`src/rtl/replication_pkg.sv`:
```
// Shared types, constants and the encoder equation for the five-input replication
// similarity code.
package replication_pkg;

    localparam int N_IN = 5;
    localparam int W    = 25;

    typedef logic [W-1:0] sim_word_t;

    localparam int DIAG_IDX[N_IN] = '{24, 18, 12, 6, 0};

    // Bit positions inside the {cons_err, sym_err, diag_err} error vector.
    localparam int ERR_DIAG = 0;
    localparam int ERR_SYM  = 1;
    localparam int ERR_CONS = 2;
    localparam int ERR_W    = 3;

    // x[4] is source bit a, x[0] is source bit e.
    function automatic sim_word_t sim_encode(input logic [N_IN-1:0] x);
        sim_word_t w;
        w = '0;
        for (int i = 0; i < N_IN; i++) begin
            for (int j = 0; j < N_IN; j++) begin
                w[W-1-N_IN*i-j] = ~(x[N_IN-1-i] ^ x[N_IN-1-j]);
            end
        end
        return w;
    endfunction

endpackage

```
`src/rtl/replication_checker.sv`:
```
// Structural checks on a similarity word: every diagonal bit must be 1 and the
// 5x5 matrix must be symmetric.
module replication_checker
    import replication_pkg::*;
(
    input  sim_word_t word_i,
    output logic      diag_err_o,
    output logic      sym_err_o
);

    always_comb begin
        diag_err_o = 1'b0;
        sym_err_o  = 1'b0;
        for (int k = 0; k < N_IN; k++) begin
            if (!word_i[DIAG_IDX[k]]) begin
                diag_err_o = 1'b1;
            end
        end
        for (int i = 0; i < N_IN; i++) begin
            for (int j = i + 1; j < N_IN; j++) begin
                if (word_i[W-1-N_IN*i-j] != word_i[W-1-N_IN*j-i]) begin
                    sym_err_o = 1'b1;
                end
            end
        end
    end

endmodule

```
`src/rtl/replication_decoder.sv`:
```
// Two-stage valid/ready decoder for replication similarity words: S1 decodes row 0 and
// runs the structural checks, S2 re-encodes and compares, and holds the outputs.
module replication_decoder
    import replication_pkg::*;
#(
    parameter int unsigned CNT_W = 16
) (
    input  logic             clk,
    input  logic             rst_n,
    input  logic             in_valid,
    output logic             in_ready,
    input  logic [W-1:0]     in_word,
    input  logic             in_anchor,
    output logic             out_valid,
    input  logic             out_ready,
    output logic [N_IN-1:0]  out_data,
    output logic [ERR_W-1:0] out_err,
    output logic [CNT_W-1:0] word_cnt,
    output logic [CNT_W-1:0] err_cnt,
    input  logic             clr_cnt
);

    logic             s1_valid_q;
    sim_word_t        s1_word_q;
    logic [N_IN-1:0]  s1_data_q;
    logic             s1_diag_q;
    logic             s1_sym_q;

    logic             s2_valid_q;
    logic [N_IN-1:0]  s2_data_q;
    logic [ERR_W-1:0] s2_err_q;

    logic [CNT_W-1:0] word_cnt_q, word_cnt_d;
    logic [CNT_W-1:0] err_cnt_q, err_cnt_d;

    logic             s1_adv;
    logic             s2_adv;
    logic             out_hs;
    logic [N_IN-1:0]  dec_data;
    logic             diag_err;
    logic             sym_err;
    logic             cons_err;
    logic [ERR_W-1:0] s1_err;

    assign s2_adv   = !s2_valid_q || out_ready;
    assign s1_adv   = !s1_valid_q || s2_adv;
    assign in_ready = s1_adv;
    assign out_hs   = s2_valid_q && out_ready;

    // Row 0 holds ~(a ^ xj); xoring with the anchor recovers xj directly.
    assign dec_data = {N_IN{in_anchor}} ^ ~in_word[W-1 -: N_IN];

    replication_checker u_checker (
        .word_i     (in_word),
        .diag_err_o (diag_err),
        .sym_err_o  (sym_err)
    );

    assign cons_err = (sim_encode(s1_data_q) != s1_word_q);

    always_comb begin
        s1_err           = '0;
        s1_err[ERR_CONS] = cons_err;
        s1_err[ERR_SYM]  = s1_sym_q;
        s1_err[ERR_DIAG] = s1_diag_q;
    end

    always_comb begin
        word_cnt_d = word_cnt_q;
        err_cnt_d  = err_cnt_q;
        if (clr_cnt) begin
            word_cnt_d = '0;
            err_cnt_d  = '0;
        end else if (out_hs) begin
            word_cnt_d = word_cnt_q + CNT_W'(1);
            if (|s2_err_q && (err_cnt_q != '1)) begin
                err_cnt_d = err_cnt_q + CNT_W'(1);
            end
        end
    end

    always_ff @(posedge clk or negedge rst_n) begin
        if (!rst_n) begin
            s1_valid_q <= 1'b0;
            s1_word_q  <= '0;
            s1_data_q  <= '0;
            s1_diag_q  <= 1'b0;
            s1_sym_q   <= 1'b0;
            s2_valid_q <= 1'b0;
            s2_data_q  <= '0;
            s2_err_q   <= '0;
            word_cnt_q <= '0;
            err_cnt_q  <= '0;
        end else begin
            if (s1_adv) begin
                s1_valid_q <= in_valid;
                if (in_valid) begin
                    s1_word_q <= in_word;
                    s1_data_q <= dec_data;
                    s1_diag_q <= diag_err;
                    s1_sym_q  <= sym_err;
                end
            end
            if (s2_adv) begin
                s2_valid_q <= s1_valid_q;
                if (s1_valid_q) begin
                    s2_data_q <= s1_data_q;
                    s2_err_q  <= s1_err;
                end
            end
            word_cnt_q <= word_cnt_d;
            err_cnt_q  <= err_cnt_d;
        end
    end

    assign out_valid = s2_valid_q;
    assign out_data  = s2_data_q;
    assign out_err   = s2_err_q;
    assign word_cnt  = word_cnt_q;
    assign err_cnt   = err_cnt_q;

endmodule
```
`config.mk`:
```
export PLATFORM = sky130hd
export DESIGN_NAME = replication_decoder
export DESIGN_NICKNAME = d
export VERILOG_FILES = /design/src/rtl/replication_pkg.sv /design/src/rtl/replication_checker.sv /design/src/rtl/replication_decoder.sv
export SDC_FILE = /design/constraint.sdc
export NUM_CORES = 1
export LEC_CHECK = 0
export ABC_AREA = 1
export CORE_ASPECT_RATIO = 0.5
export CORE_MARGIN = 3
export CORE_UTILIZATION = 48
export DETAILED_ROUTE_END_ITERATION = 10
export PLACE_DENSITY = 0.88
export SYNTH_ARGS = -nofsm -noshare
export SYNTH_HDL_FRONTEND = slang
export SYNTH_HIERARCHICAL = 1
export SYNTH_SLANG_ARGS = --single-unit
```
`constraint.sdc`:
```
create_clock -name clk -period 1.65 [get_ports clk]
set_clock_uncertainty 0.05 [all_clocks]
set_input_delay 0.165 -clock clk [delete_from_list [all_inputs] [get_ports clk]]
set_output_delay 0.165 -clock clk [all_outputs]
set_load 0.02 [all_outputs]
```
---- Yosys cells after proc, flatten, opt, wreduce, memory -nomap -nowiden ----
Index checks and enable logic that the tools add are counted.
word-level totals
  flip-flop bits (word level) ............. 74
  bits in latches ......................... 0
  bits in writable memories ............... 0
  bits in read-only memories .............. 0
  input bits .............................. 31
  output and inout bits ................... 42
  memories ................................ 0
cells by class
  $add $sub $neg .......................... 2
  multipliers ............................. 0
  divide/modulo/power cells ............... 0
  $lt $le $gt $ge ......................... 0
  equality and inequality tests ........... 12
  shift operators ......................... 0
  muxes and demuxes ....................... 20
  bitwise logic cells ..................... 22
  reductions and logical operators ........ 12
operator list
  kind                                                             count
  16-bit 2-to-1 mux                                                5
  16-bit by 1-bit adder with 16-bit output, second input constant  2
  25-bit != test                                                   1
  16-bit != test, second input constant                            1
  1-bit 2-to-1 mux                                                 15
  1-bit != test                                                    10
  1-bit inverter                                                   10
  1-bit bitwise XOR                                                10
  2-bit AND reduction                                              3
  5-bit inverter                                                   1
  5-bit bitwise XOR                                                1
  2-bit nonzero test                                               2
  3-bit OR reduction                                               1
  1-bit logical AND                                                2
  1-bit logical NOT                                                2
  1-bit logical OR                                                 2

---- Logic depth before layout (Yosys ltp) ----
  depth after elaboration ................. 11
  depth in mapped cells ................... 11
  mapped depth without buffers ............ 11

---- Hierarchy ----
Netlist, hierarchy kept.
modules (own cells, without submodules)
  module               times used  cells an instance  area each (µm²)  seq. area each (µm²)
  replication_decoder  1           533                3912.5           1851.8
  replication_checker  1           49                 203.9            0.0

---- Least setup slack after synthesis ----
Ideal clock, no wire load.
  kind .................................... flip-flop to flip-flop
  from .................................... register err_cnt_q[0] (netlist: err_cnt[0])
  to ...................................... register err_cnt_q[13] (netlist: err_cnt[13])
  arrival time ............................ 1.624 ns
  data required time ...................... 1.483 ns
  slack ................................... -0.142 ns
  cell stages (with the launch flop) ...... 12
  clock period less this slack ............ 1.792 ns
  path through ............................ dfrtp_1 ha_1 nand2_2 nor2_4 nand4_2 nor2_2 nand2_2 nand2_4 nand2_2 buf_6 nand2_1 nand2_1
on the way
  longest elaborated chain between the ends .. 4
ends and longest elaborated chain
  what                                                                               line                                                  RTL
  start: declaration                                                                 replication_decoder.sv:34                             logic [CNT_W-1:0] err_cnt_q, err_cnt_d;
  start signal: assignment                                                           replication_decoder.sv:112                            err_cnt_q <= err_cnt_d;
  16-bit by 1-bit adder with 16-bit output / 16-bit != test (equally long branches)  replication_decoder.sv:77, replication_decoder.sv:76
  16-bit 2-to-1 mux / 1-bit logical AND (equally long branches)                      replication_decoder.sv:76                             if (|s2_err_q && (err_cnt_q != '1)) begin
  16-bit 2-to-1 mux / 2-bit nonzero test (equally long branches)                     n/a
  16-bit 2-to-1 mux / 2-bit AND reduction (equally long branches)                    n/a
Several ways; a longest one is shown, not always the timed one. The select of a mux whose other input is x is not followed.
A chain may end at the register's enable or synchronous reset.

---- Final worst setup path ----
  from .................................... register err_cnt_q[15] (netlist: err_cnt[15])
  to ...................................... output err_cnt[15]
RTL lines
  what              line                       RTL
  end: declaration  replication_decoder.sv:19  output logic [CNT_W-1:0] err_cnt,
No word-level cell between the ends.

==> metrics.md <==
| Metric | Value |
|---|---|
| Initial antenna violation count | 0 |
| Slew HR | 65.4% |
| Drt wl/cell | 13.4 um |
| N_diodes | 0 |
| Die area | 9790 um^2 |
| GRT Total Usage | 23.1% |
| Crit path max-delay family | buffers and inverters |
| Largest net degree at the start of global routing | 46 |
| TritonCTS Buffers | 9 |
| DIE HEIGHT | 71.5 um |
| Sequential share of power | 40.9% |
| Number of port buffers | 72 |
| Syn avg cell area | 7.07 um^2 |
| Vias | 4079 |
| Nets | 714 |
| Layout cells sized above 1 | 11.2% |
| Synth Instances | 582 |
| Top cell type's share of synthesized area | 45.0% |
| Max frequency | 0.618 GHz |
| Clock Latency Late Sink | 0.34 ns |
| Area contributors post-synth | dfrtp_1 (45%), nand2_1 (21%), nand3_1 (6.7%), inv_1 (5.0%), nor2_1 (4.6%) |
| Most frequent cells in the layout | nand2_1 (226), dfrtp_1 (68), nand3_1 (55) |
| Final core occ | 68.0% |
| Critical path type | register to output pin |
| First-pass GRT wire length | 17800 um |
| Switching Fraction | 30.9% |
| Internal power | 3.67 mW |
| Final min period | 1.62 ns |
| Cell Pwr Density | 956 nW/um^2 |
| Longest Clk Path Bufs | 2 |
| H-tree depth | 3 |
| Clock Sinks | 74 |
| Total wire length | 10700 um |
| RSZ-0062 raised after global routing | yes |
| Crit path DAT | 1.40 ns |
| FF+latch count, synth | 74 |
| DRC viols | 0 |
| Via density | 5.11 |
| Worst-path fanout max | 4 |
| TritonRoute pass-1 iters | 5 |
| GRT Max-Usage Layer | met2 |
| Clock Power Share | 35.2% |
| Setup TNS | 0 ns |
| IO Pins | 73 |
| CP peak stage delay | 0.63 ns |
| Die width | 137 um |
| Critical Path RT | 1.43 ns |
| Psw | 1.64 mW |
| Gate power share | 23.9% |
| Met1 usage | 28.7% |
| Maximum VDD drop | 0.590 mV |
| Clk slew on worst S/H paths | 0.06 ns |
| Hold WS | 0.264 ns |
| Worst-Margin Slew | 0.519 ns |
| Synth area leader | dfrtp_1 |
| GR Layer Usage met3 | 6.59% |
| GRT overflow | 0 |
| Critical path, cell by cell | clkdlybuf4s50_1 |
| Post-Syn Nets | 615 |
| Final Hold Viols | 0 |
| Maximum capacitance violations | 0 |
| CP startpoint kind | register |
| Static leakage | 3.01 nW |
| Worst setup EP type | output pin |
| Hold Path Class | input port to async pin |
| Met2 Usage GRT | 39.3% |
| Root Buffer | clkbuf_16 |
| Setup violators final | 0 |
| Number of global-route vias before repair | 3852 |
| Final Cycle Share | 98.1% |
| DRT iter0 DRCs | 393 |
| CTS tree | built |
| Hpwl dp | 7660 um |
| Routability Congestion | 0.926 |
| Starting Density | 50.4% |
| Core area | 8170 um^2 |
| Mapped cell area | 4120 um^2 |
| Fin. max-slew vios | 0 |
| Status | complete, no violations |
| Synth warn | 6 |
| Seq/Total Area, Yosys | 45.0% |
| Post-synthesis cell type count | 34 |
| Slowest stage cell, crit path | clkdlybuf4s50_1 |
| Worst Path Buf+Inv | 1 |
| DRT antenna net count | 0 |
| Commonest non-fill, non-tap cell in the layout | nand2_1 |
| # rows | 23 |
| Area grow syn2layout | 35.1% |
power groups by stage:
| stage | clock, mW | sequential [mW] | combinational, mW |
|---|---|---|---|
| finish | 1.87 | 2.17 | 1.27 |
| global placement | 0 | 2.18 | 1.20 |
| CTS | 1.88 | 2.16 | 1.26 |
| global route | 1.98 | 2.20 | 1.43 |
| floorplan | 0 | 2.25 | 0.637 |
| detailed placement | 0 | 2.19 | 1.24 |
synthesized netlist by cell type, drive strengths merged:
cell    count
a211oi      3
a21boi      1
a21oi      10
a31oi       1
buf         8
clkbuf      8
clkinv      2
dfrtp      74
ha          2
inv        64
nand2     230
nand3      55
nand3b      3
nand4       5
nor2       52
nor3        8
nor3b       1
o21ai      34
o22ai       1
xnor2       4
xor2       16
registers in the layout, indices dropped and copies added (netlist names):
name / count
s1_word_q: 25
err_cnt: 16
word_cnt: 16
out_data: 5
s1_data_q: 5
out_err: 3
out_valid: 1
s1_diag_q: 1
s1_sym_q: 1
s1_valid_q: 1
stage by stage:
step                std cells  setup slack, ns  total power, mW  instance area [um^2]
floorplan                 582          -0.0112             2.88                  4140
global placement          778           0.0232             3.38                  5180
detailed placement        778          -0.0619             3.43                  5180
CTS                       795          0.00607             5.30                  5470
global route              798          -0.0511             5.61                  5560
finish                    798           0.0320             5.31                  5560
per-layer routing:
layer	wire length (um)	part of all wire (%)	vias up
met4	245	2.3	0
met3	540	5.0	29
met1	4640	43	1904
li1	-	-	2023
met2	5280	49	123
met5	0	0	-
kinds of logic (layout without fill, tap and decap cells):
| kind of cell | Yosys count | after routing | share of synthesized area (%) |
|---|---|---|---|
| flops | 74 | 74 | 45.0 |
| simple gates | 354 | 354 | 35.7 |
| fa+ha+maj | 2 | 2 | 0.608 |
| compound gates | 50 | 50 | 6.57 |
| xor+xnor | 20 | 20 | 4.26 |
| buf+inv | 82 | 186 | 7.84 |
area by class of cell:
class,count,area (um^2)
Clock buffer,14,274
Clock inverter,2,10.0
Fill cell,675,2610
Inverter,66,255
Multi-Input combinational cell,426,2000
Sequential cell,74,1860
Tap cell,112,140
Timing Repair Buffer,104,1020
worst paths after layout:
check                             from           end  slack, ns  cells past startpoint
hold / removal                   rst_n    err_cnt[3]       0.26                      2
setup reg to reg            err_cnt[1]   err_cnt[14]       0.09                     10
max in group asynchronous        rst_n  s1_data_q[0]       0.67                      3
hold reg to reg              s1_diag_q    out_err[0]       0.43                      2
setup / recovery           err_cnt[15]   err_cnt[15]       0.03                      1
min in group clk            in_word[0]  s1_word_q[0]       0.34                      3
timing repair:
| action | 4_1_cts | 5_1_grt |
|---|---|---|
| gates resized for setup | 10 | 25 |
| setup endpoints to repair | 14 | 29 |
| hold buffers | 1 | 0 |
| pin swaps | 0 | 2 |
| hold endpoints to repair | 19 | 0 |
| buffers inserted | 0 | 3 |
Power figures use the tool's default switching activity.
